[src/rtl/data_mem_mover_pkg.sv]
// Shared constants for the data memory block mover: word constants, FSM state
// encodings and op codes.
package data_mem_mover_pkg;

    localparam int WORD_W = 32;
    localparam int LEN_W  = 16;

    localparam logic [WORD_W-1:0] WORD_ZERO = '0;

    typedef enum logic [1:0] {
        IDLE = 2'd0,
        RD   = 2'd1,
        WR   = 2'd2,
        DONE = 2'd3
    } state_t;

    localparam logic OP_COPY = 1'b0;
    localparam logic OP_FILL = 1'b1;

endpackage

[src/rtl/data_mem_mover.sv]
// Block-transfer initiator: copies or fills a run of words on the data memory port.
// Optional running checksum of written words when DATA_MEM_MOVER_CHECKSUM_EN is defined.
module data_mem_mover
    import data_mem_mover_pkg::*;
(
    input  logic              clk,
    input  logic              rst_n,
    input  logic              start,
    input  logic              op,
    input  logic [WORD_W-1:0] src_addr,
    input  logic [WORD_W-1:0] dst_addr,
    input  logic [LEN_W-1:0]  length,
    input  logic [WORD_W-1:0] fill_value,
    output logic              busy,
    output logic              done,
`ifdef DATA_MEM_MOVER_CHECKSUM_EN
    output logic [WORD_W-1:0] checksum,
`endif
    output logic [WORD_W-1:0] address,
    output logic [WORD_W-1:0] write_data,
    output logic              mem_read,
    output logic              mem_write,
    input  logic [WORD_W-1:0] read_data
);

    state_t             state;
    state_t             next_state;
    logic               op_q;
    logic [WORD_W-1:0]  src_ptr;
    logic [WORD_W-1:0]  dst_ptr;
    logic [LEN_W-1:0]   remaining;
    logic [WORD_W-1:0]  fill_q;
    logic [WORD_W-1:0]  data_buf;

    // NOTE: sequential state uses non-blocking (<=) so every register samples
    // pre-edge values regardless of statement order.
    always_ff @(posedge clk or negedge rst_n) begin
        if (!rst_n) begin
            state <= IDLE;
        end else begin
            state <= next_state;
        end
    end

    // Memory-side outputs decode from state alone, so an async reset clears them at once.
    always_comb begin
        // NOTE: every output gets a default first so no path leaves it unassigned
        // (which would infer a latch).
        next_state = state;
        busy       = 1'b0;
        done       = 1'b0;
        address    = WORD_ZERO;
        write_data = WORD_ZERO;
        mem_read   = 1'b0;
        mem_write  = 1'b0;
        case (state)
            IDLE: begin
                if (start) begin
                    if (length == '0)
                        next_state = DONE;
                    else if (op == OP_FILL)
                        next_state = WR;
                    else
                        next_state = RD;
                end
            end
            RD: begin
                busy       = 1'b1;
                address    = src_ptr;
                mem_read   = 1'b1;
                next_state = WR;
            end
            WR: begin
                busy       = 1'b1;
                address    = dst_ptr;
                mem_write  = 1'b1;
                write_data = (op_q == OP_FILL) ? fill_q : data_buf;
                if (remaining == LEN_W'(1))
                    next_state = DONE;
                else if (op_q == OP_FILL)
                    next_state = WR;
                else
                    next_state = RD;
            end
            DONE: begin
                done       = 1'b1;
                next_state = IDLE;
            end
            default: next_state = IDLE;
        endcase
    end

    always_ff @(posedge clk or negedge rst_n) begin
        if (!rst_n) begin
            op_q      <= OP_COPY;
            src_ptr   <= WORD_ZERO;
            dst_ptr   <= WORD_ZERO;
            remaining <= '0;
            fill_q    <= WORD_ZERO;
            // NOTE: the word buffer is a plain register (not a RAM), so it is reset
            // along with the pointers to keep the post-reset state fully defined.
            data_buf  <= WORD_ZERO;
`ifdef DATA_MEM_MOVER_CHECKSUM_EN
            checksum  <= WORD_ZERO;
`endif
        end else begin
            case (state)
                IDLE: begin
                    if (start) begin
                        op_q      <= op;
                        src_ptr   <= src_addr;
                        dst_ptr   <= dst_addr;
                        remaining <= length;
                        fill_q    <= fill_value;
`ifdef DATA_MEM_MOVER_CHECKSUM_EN
                        checksum  <= WORD_ZERO;
`endif
                    end
                end
                RD: begin
                    data_buf <= read_data;
                    src_ptr  <= src_ptr + WORD_W'(1);
                end
                WR: begin
                    dst_ptr   <= dst_ptr + WORD_W'(1);
                    remaining <= remaining - LEN_W'(1);
`ifdef DATA_MEM_MOVER_CHECKSUM_EN
                    checksum  <= checksum + write_data;
`endif
                end
                default: ;
            endcase
        end
    end

endmodule

[config.mk]
export PLATFORM = sky130hd
export DESIGN_NAME = data_mem_mover
export DESIGN_NICKNAME = d
export VERILOG_FILES = /design/src/rtl/data_mem_mover_pkg.sv /design/src/rtl/data_mem_mover.sv
export SDC_FILE = /design/constraint.sdc
export NUM_CORES = 1
export LEC_CHECK = 0
export ABC_AREA = 1
export CAP_MARGIN = 20
export CELL_PAD_IN_SITES_DETAIL_PLACEMENT = 1
export CELL_PAD_IN_SITES_GLOBAL_PLACEMENT = 1
export CORE_MARGIN = 4
export CORE_UTILIZATION = 38
export DETAILED_ROUTE_END_ITERATION = 10
export PLACE_DENSITY = 0.86
export SYNTH_ARGS = -nofsm -noshare
export SYNTH_HDL_FRONTEND = slang
export SYNTH_SLANG_ARGS = --single-unit
[constraint.sdc]
create_clock -name clk -period 4.8 [get_ports clk]
set_input_delay 1.44 -clock clk [delete_from_list [all_inputs] [get_ports clk]]
set_output_delay 1.44 -clock clk [all_outputs]
set_load 0.05 [all_outputs]
==> results of run 1 <==
-- kinds of logic (layout without fill, tap and decap cells) --
kind of cell | Yosys count | count (layout) | share of synthesized area
flip-flops | 147 | 147 | 0.395
multiplexers | 1 | 1 | 0.00108
buffers and inverters | 168 | 367 | 0.0718
adder cells (fa/ha/maj) | 8 | 8 | 0.0108
AND/OR/NAND/NOR | 845 | 845 | 0.375
XOR/XNOR | 9 | 9 | 0.00847
AO/OA/AOI/OAI | 238 | 238 | 0.138
-- registers in the layout, indices dropped and copies added (netlist names) --
name       cells
dst_ptr       32
src_ptr       32
data_buf      32
state          2
remaining     16
op_q           1
fill_q        32
-- layer usage --
layer	wire length, um	vias to the layer above
met4	1170	2
met1	15400	5037
li1	-	4932
met5	13	-
met3	2620	63
met2	17500	313
-- area by class of cell --
cell class	instances	area [um2]	share of cell area
tap	324	405	0.0327
timing repair buffer	234	2320	0.187
clock inverter	15	191	0.0154
multi-input combinational	1101	4990	0.403
sequential	147	3680	0.297
clock buffer	17	425	0.0343
inverter	101	379	0.0306
-- Yosys cell counts (3+ instances only) --
cell      number
a31oi_1        6
a21boi_0      15
o211ai_1      13
nand3_2        3
xor2_1         8
o21ai_0      106
a21oi_1       77
nand3_1       80
buf_2         21
buf_4          3
nor2_1       118
dfrtp_1      147
inv_1         95
inv_2          6
nand2_1      583
nor2_4         5
o22ai_1        4
nand4_1       29
nor2_2         6
nor3_1         9
clkbuf_1      36
o21ai_1       14
ha_1           8
buf_1          7
-- where the power goes --
| group | total, uW | internal [uW] | switching [uW] |
|---|---|---|---|
| clock network | 1420 | 755 | 666 |
| registers | 2480 | 1850 | 630 |
| logic | 4840 | 1470 | 3370 |
| total | 8740 | 4070 | 4660 |
-- how the worst max path moves through the flow --
stage | cells past startpoint | end | slack, ns
after floorplan | 7 | write_data[26] | 0.84
after global placement | 5 | address[0] | 0.89
after detailed placement | 6 | address[17] | 0.81
after CTS | 5 | address[0] | 0.33
after global routing | 6 | address[15] | 0.19
final | 6 | address[15] | 0.33
-- critical path: cells and delay by family (launching register included) --
kind	cells	cell delay (ns)
compound gates	1	0.15
buf+inv	3	1.31
flops	1	0.43
fa+ha+maj	1	0.56
simple gates	1	0.12
-- metrics by stage --
stage | instances | instance area (um2) | hold slack, ns | setup WS, ns
3_5_place_dp | 1907 | 11800 | 0.460 | 0.809
6_report | 1939 | 12400 | 0.478 | 0.330
2_1_floorplan | 1416 | 9310 | 0.444 | 0.836
3_3_place_gp | 1907 | 11800 | 0.456 | 0.891
4_1_cts | 1939 | 12400 | 0.480 | 0.330
5_1_grt | 1939 | 12400 | 0.503 | 0.187
==> impl_metrics.json, run 1 <==
{
  "drt_wl_total_um": 36700,
  "critical-path-slowest-cell": "clkdlybuf4s50_1",
  "numPortBuffers": 215,
  "die_area_um2": 27100,
  "grt-busiest-layer": "met2",
  "hold_path.class": "reg -> reg",
  "crit_type": "reg -> out",
  "cpPeakStageDelay_ns": 0.85,
  "cts_buffer_depth": 2,
  "row_count": 57,
  "start_util": 0.385,
  "clk_pin_slew_worst_paths_ns": 0.07,
  "fp.dieH_um": 165,
  "syn_nets": 1572,
  "synth_area_leaders": "dfrtp_1 (40%), nand2_1 (24%), o21ai_0 (5.7%)",
  "r2r-end": "remaining[9]$_DFFE_PN0P_",
  "syn_to_final_growth_pct": 33.1,
  "hold_end": "fill_q[12]$_DFFE_PN0P_",
  "startpoint": "state[0]$_DFFE_PN0P_",
  "overflow": 0,
  "synth_seq_cells": 147,
  "ff2ff_path_depth": 10,
  "fill_cells": 3157,
  "period_minus_slack_ns": 4.47,
  "max-cap-violations": 0,
  "tightest_slew_ns": 0.917,
  "fmaxAchievable_mhz": 224,
  "cts.sinks": 147,
  "drt-initial-drc-count": 732,
  "p_per_area_nw_per_um2": 705,
  "worst_clock_skew_ns": 0.0112,
  "h-tree-depth": 4,
  "grt_max_degree": 90,
  "global_route.usage.met3": 0.0681,
  "cts_setup_buffers": 0,
  "reg2reg_from": "state[0]$_DFFE_PN0P_",
  "fin_nets": 1758,
  "drive_gt1_frac": 0.0502,
  "cp-end-kind": "primary output",
  "use_met2": 0.466,
  "fin_crit_sh": 0.931,
  "drt-vias-per-instance": 5.34,
  "grt_antenna_before_repair": 1,
  "grt_pass1_wl_um": 58900,
  "final_cell_mix": "nand2_1 (583), clkdlybuf4s50_1 (214), dfrtp_1 (147)",
  "rrSetupSlack_ns": 1.75,
  "cts_tree": "yes",
  "ios": 216,
  "setup-violations-final": 0,
  "insertion_delay_ns": 0.44,
  "ys_types": 36,
  "synth-main-ff-cell": "dfrtp_1",
  "async_reset_ff_frac": 1.00,
  "postSynthAreaPerCell_um2": 6.58,
  "slew_viol_final": 0,
  "first_global_vias": 11000,
  "core-area_um2": 24200,
  "die_w_um": 165,
  "finalSetupTns_ns": 0,
  "synth_cells": 1416,
  "cp_data_required_time_ns": 3.36,
  "grt_usage": 0.275,
  "hold_start": "fill_q[12]$_DFFE_PN0P_",
  "drtPass1Iterations": 5,
  "yosysTopAreaCell": "dfrtp_1",
  "vias": 10300,
  "numCtsBuffers": 17,
  "start_kind": "flip-flop",
  "synth_edf_count": 0,
  "final_util": 0.512,
  "cts_resized": 0,
  "final_common_cell": "nand2_1",
  "arrival_ns": 3.03,
  "place_hpwl_um": 26800,
  "synth_top_area_share": 0.395,
  "post-route-drc-count": 0,
  "status": "finished, final reports clean",
  "yosysSeqAreaShare": 0.395,
  "whs_path_depth": 2,
  "finalPower_uw": 8740,
  "met1_usage": 0.340,
  "cp_max_fo": 51,
  "synth_warnings": 0,
  "routedWlPerCell_um": 18.9,
  "vdd_drop_max_mv": 0.350,
  "rsz0062_at_grt": "no",
  "relSlewSlack": 0.389,
  "ant_nets": 0,
  "hold_viol": 0,
  "place_congestion": 0.901,
  "cts-root-buf": "clkbuf_16",
  "syn_area_um2": 9310,
  "leakage_uw": 0.00562,
  "antennaDiodeCount": 0,
  "holdBufCountCts": 0,
  "crit_chain": "inv_1 -> ha_4 -> buf_12 -> nand2_1 -> a21oi_1 -> clkdlybuf4s50_1"
}
(Power assumes the default switching activity.)
==> inputs of run 2 (changes only) <==
--- a/config.mk
+++ b/config.mk
@@ -12,5 +12,5 @@
 export CORE_MARGIN = 4
-export CORE_UTILIZATION = 38
+export CORE_UTILIZATION = 35
 export DETAILED_ROUTE_END_ITERATION = 10
-export PLACE_DENSITY = 0.86
+export PLACE_DENSITY = 0.8
 export SYNTH_ARGS = -nofsm -noshare
==> constraint.sdc (replaced) <==
create_clock -name clk -period 4.9 [get_ports clk]
set_input_delay 0.98 -clock clk [delete_from_list [all_inputs] [get_ports clk]]
set_output_delay 0.98 -clock clk [all_outputs]
set_load 0.05 [all_outputs]
==> impl_metrics.json, run 2 (synthesized netlist as in run 1, its figures left out) <==
{
  "holdBufCountCts": 0,
  "drt_wl_total_um": 35800,
  "row_count": 59,
  "relSlewSlack": 0.377,
  "routedWlPerCell_um": 18.4,
  "slew_viol_final": 0,
  "clk_pin_slew_worst_paths_ns": 0.07,
  "fin_hold_ws_ns": 0.481,
  "core-area_um2": 26100,
  "finalSetupTns_ns": 0,
  "cts_tree": "yes",
  "numPortBuffers": 215,
  "drtPass1Iterations": 5,
  "drive_gt1_frac": 0.0466,
  "stdcell_count": 1944,
  "start_kind": "flip-flop",
  "grt_antenna_before_repair": 0,
  "hold_path.class": "reg -> reg",
  "fp.dieH_um": 171,
  "cp_max_fo": 85,
  "crit_chain": "inv_1 -> ha_4 -> nand2_1 -> a21oi_1 -> clkdlybuf4s50_1",
  "grt_usage": 0.246,
  "cts-root-buf": "clkbuf_16",
  "place_ws_ns": 1.18,
  "arrival_ns": 3.27,
  "grt_pass1_wl_um": 57200,
  "antennaDiodeCount": 0,
  "placed_cell_area_um2": 11700,
  "first_global_vias": 10700,
  "vdd_drop_max_mv": 0.360,
  "drt-initial-drc-count": 753,
  "cpPeakStageDelay_ns": 0.87,
  "dp_cells": 1911,
  "setup-violations-final": 0,
  "place_congestion": 0.852,
  "drt-vias-per-instance": 5.21,
  "max-cap-violations": 0,
  "cts_resized": 0,
  "cp-end-kind": "primary output",
  "place_hpwl_um": 26200,
  "r2r-end": "src_ptr[12]$_DFFE_PN0P_",
  "whs_path_depth": 2,
  "fin_nets": 1752,
  "critical-path-slowest-cell": "clkdlybuf4s50_1",
  "overflow": 0,
  "insertion_delay_ns": 0.44,
  "cts_setup_buffers": 0,
  "ff2ff_path_depth": 8,
  "final_cell_mix": "nand2_1 (583), clkdlybuf4s50_1 (214), dfrtp_1 (147)",
  "hold_start": "fill_q[27]$_DFFE_PN0P_",
  "worst_clock_skew_ns": 0.0118,
  "numCtsBuffers": 17,
  "tightest_slew_ns": 0.934,
  "rrSetupSlack_ns": 1.32,
  "p_per_area_nw_per_um2": 685,
  "hold_end": "fill_q[27]$_DFFE_PN0P_",
  "fin_area_um2": 12400,
  "cts.sinks": 147,
  "ant_nets": 0,
  "fmaxAchievable_mhz": 235,
  "start_util": 0.356,
  "fin_crit_sh": 0.867,
  "h-tree-depth": 4,
  "cts_buffer_depth": 2,
  "reg2reg_from": "state[1]$_DFFE_PN0P_",
  "die_area_um2": 29300,
  "vias": 10100,
  "final_common_cell": "nand2_1",
  "crit_type": "reg -> out",
  "ios": 216,
  "leakage_uw": 0.00559,
  "status": "finished, final reports clean",
  "syn_to_final_growth_pct": 32.7,
  "die_w_um": 171,
  "rsz0062_at_grt": "no",
  "grt_max_degree": 86,
  "post-route-drc-count": 0,
  "cp_data_required_time_ns": 3.92,
  "hold_viol": 0,
  "period_minus_slack_ns": 4.25,
  "fin_ws_ns": 0.652
}
run 2: power breakdown:
part	switching, uW	leakage, uW	internal, uW
Sequential	600	0.00181	1810
Combinational	3250	0.00347	1420
Clock	642	0.000301	738
run 2: critical path, delay by kind of cell, from the launching register on:
family	cells	cell delay, ns
AOI/OAI and AO/OA	1	0.37
buffers and inverters	2	1.03
DFF	1	0.43
adders and majority gates	1	0.77
and+or+nand+nor	1	0.21
run 2: layout make-up:
type | instances | area, um2
Inverter | 101 | 379
Clock inverter | 15 | 185
Fill cell | 3404 | 13800
Clock buffer | 17 | 425
Timing Repair Buffer | 228 | 2280
Sequential cell | 147 | 3680
Multi-Input combinational cell | 1101 | 4990
Tap cell | 335 | 419
run 2: metrics by stage:
| step | power, uW | utilization |
|---|---|---|
| after global placement | 6910 | 0.449 |
| after floorplan | 5440 | - |
| after detailed placement | 7060 | 0.449 |
| after CTS | 8500 | 0.472 |
| final | 8460 | 0.473 |
| after global routing | 9120 | 0.473 |
run 2: metal layers:
layer / vias to the layer above / part of all wire / GRT usage
met5: - / 0 / 0
met4: 0 / 0.017 / 0.0565
met3: 41 / 0.070 / 0.0665
met2: 266 / 0.47 / 0.412
met1: 4891 / 0.44 / 0.319
li1: 4928 / - / -
run 2: how the worst max path moves through the flow:
| stage | start | endpoint | depth (start not counted) |
|---|---|---|---|
| after floorplan | state[0]$_DFFE_PN0P_ | write_data[26] | 7 |
| after global placement | state[1]$_DFFE_PN0P_ | address[6] | 5 |
| after detailed placement | state[0]$_DFFE_PN0P_ | write_data[5] | 6 |
| after CTS | state[0]$_DFFE_PN0P_ | write_data[5] | 6 |
| after global routing | state[1]$_DFFE_PN0P_ | address[6] | 5 |
| final | state[1]$_DFFE_PN0P_ | address[12] | 5 |
==> patch: new RTL, config.mk and constraints of run 2 <==
Reset style: synchronous (`rst_n`), changed in 2 clocked blocks. Comments in the files are not updated.
--- a/src/rtl/data_mem_mover.sv
+++ b/src/rtl/data_mem_mover.sv
@@ -34,7 +34,7 @@
 
     // NOTE: sequential state uses non-blocking (<=) so every register samples
     // pre-edge values regardless of statement order.
-    always_ff @(posedge clk or negedge rst_n) begin
+    always_ff @(posedge clk) begin
         if (!rst_n) begin
             state <= IDLE;
         end else begin
@@ -90,7 +90,7 @@
         endcase
     end
 
-    always_ff @(posedge clk or negedge rst_n) begin
+    always_ff @(posedge clk) begin
         if (!rst_n) begin
             op_q      <= OP_COPY;
             src_ptr   <= WORD_ZERO;
Function: differs if rst_n is asserted again (counterexample within 4 cycles, from zero or initial values and one cycle with rst_n low); with rst_n held inactive, the same outputs for 10 cycles.
==> patch against run 2 <==
  * Synthesized area is 2.6% lower
  * Cell count is 3.2% higher
  * Via count is 5.7% higher
  * Wire length is 5.1% higher
  * Sequential cell count stayed put
  * Setup slack better by 0.20 ns
  * Design area is 2.4% lower
  * Highest routed layer unchanged
Power is not compared: it rests on default switching activity, and its combinational part moved more than twofold at a synthesized area within 25%.
==> patch: results <==
{
  "crit_path_max_fanout": 25,
  "synthTopCellsByCount": "nand2_1 (335), nor2_1 (307), o21ai_0 (184), dfxtp_1 (147), inv_1 (116)",
  "dpl_cell_area_um2": 11400,
  "place.gp.congestion": 0.875,
  "worst-slew-pin-transition_ns": 0.955,
  "r2r_slack_ns": 2.14,
  "vias_per_cell": 5.33,
  "yosysUniqueCellTypes": 44,
  "drt-initial-drc-count": 713,
  "cp-startpoint": "state[1]",
  "met2_length_um": 17000,
  "reg2reg_to": "dst_ptr[6]",
  "status": "complete, no violations",
  "async_reset_ff_share_pct": 0,
  "dr_wl_met3_um": 2420,
  "grt_pass1_vias": 10755,
  "ys.flop_type": "dfxtp_1",
  "nFillCells": 3373,
  "synthTopCellsByArea": "dfxtp_1 (32%), nand2_1 (14%), nor2_1 (13%)",
  "grtUsageTotal_pct": 25.9,
  "wire_per_inst_um": 18.7,
  "r2r-start": "state[0]",
  "critPathCapture": "address[22]",
  "grtUsageMet1_pct": 35.5,
  "ff2ff_path_depth": 9,
  "grt_max_degree": 88,
  "ys_seq_area_share_pct": 32.5
}
-- patch: how the worst min path moves through the flow --
stage	depth (start not counted)	start	to
floorplan	2	remaining[15]	remaining[15]
global placement	2	remaining[15]	remaining[15]
detailed placement	2	fill_q[6]	fill_q[6]
CTS	2	remaining[3]	remaining[3]
global route	2	remaining[3]	remaining[3]
finish	2	remaining[15]	remaining[15]
-- patch: area by class of cell --
| class | count | area share (%) |
|---|---|---|
| multi-input combinational | 1145 | 44.3 |
| sequential | 147 | 24.4 |
| timing repair buffer | 231 | 18.9 |
| inverter | 122 | 3.80 |
| clock buffer | 18 | 3.64 |
| tap | 330 | 3.43 |
| clock inverter | 14 | 1.53 |
-- patch: metrics by stage --
step | total power, W | setup WS, ns | instances | hold slack (ns) | utilization, %
detailed placement | 0.00331 | 1.30 | 1975 | 0.473 | 45.1
global placement | 0.00325 | 1.34 | 1975 | 0.456 | 45.1
floorplan | 0.00269 | 1.48 | 1494 | 0.444 | -
global route | 0.00500 | 0.668 | 2007 | 0.504 | 47.6
CTS | 0.00474 | 0.822 | 2007 | 0.490 | 47.6
finish | 0.00472 | 0.852 | 2007 | 0.484 | 47.6
-- patch: worst max-delay path: cells and delay by family (launching register included) --
kind	cells	cell delay, ns
buf+inv	3	1.34
fa+ha+maj	1	0.42
flops	1	0.36
simple gates	1	0.28
compound gates	1	0.23
-- patch: kinds of logic (layout without fill, tap and decap cells) --
logic type / Yosys count / in the layout / share of synthesized area [%]
xor+xnor: 10 / 10 / 0.966
compound gates: 332 / 332 / 19.4
simple gates: 795 / 795 / 37.2
fa+ha+maj: 8 / 8 / 1.10
flops: 147 / 147 / 32.5
buf+inv: 202 / 385 / 8.86
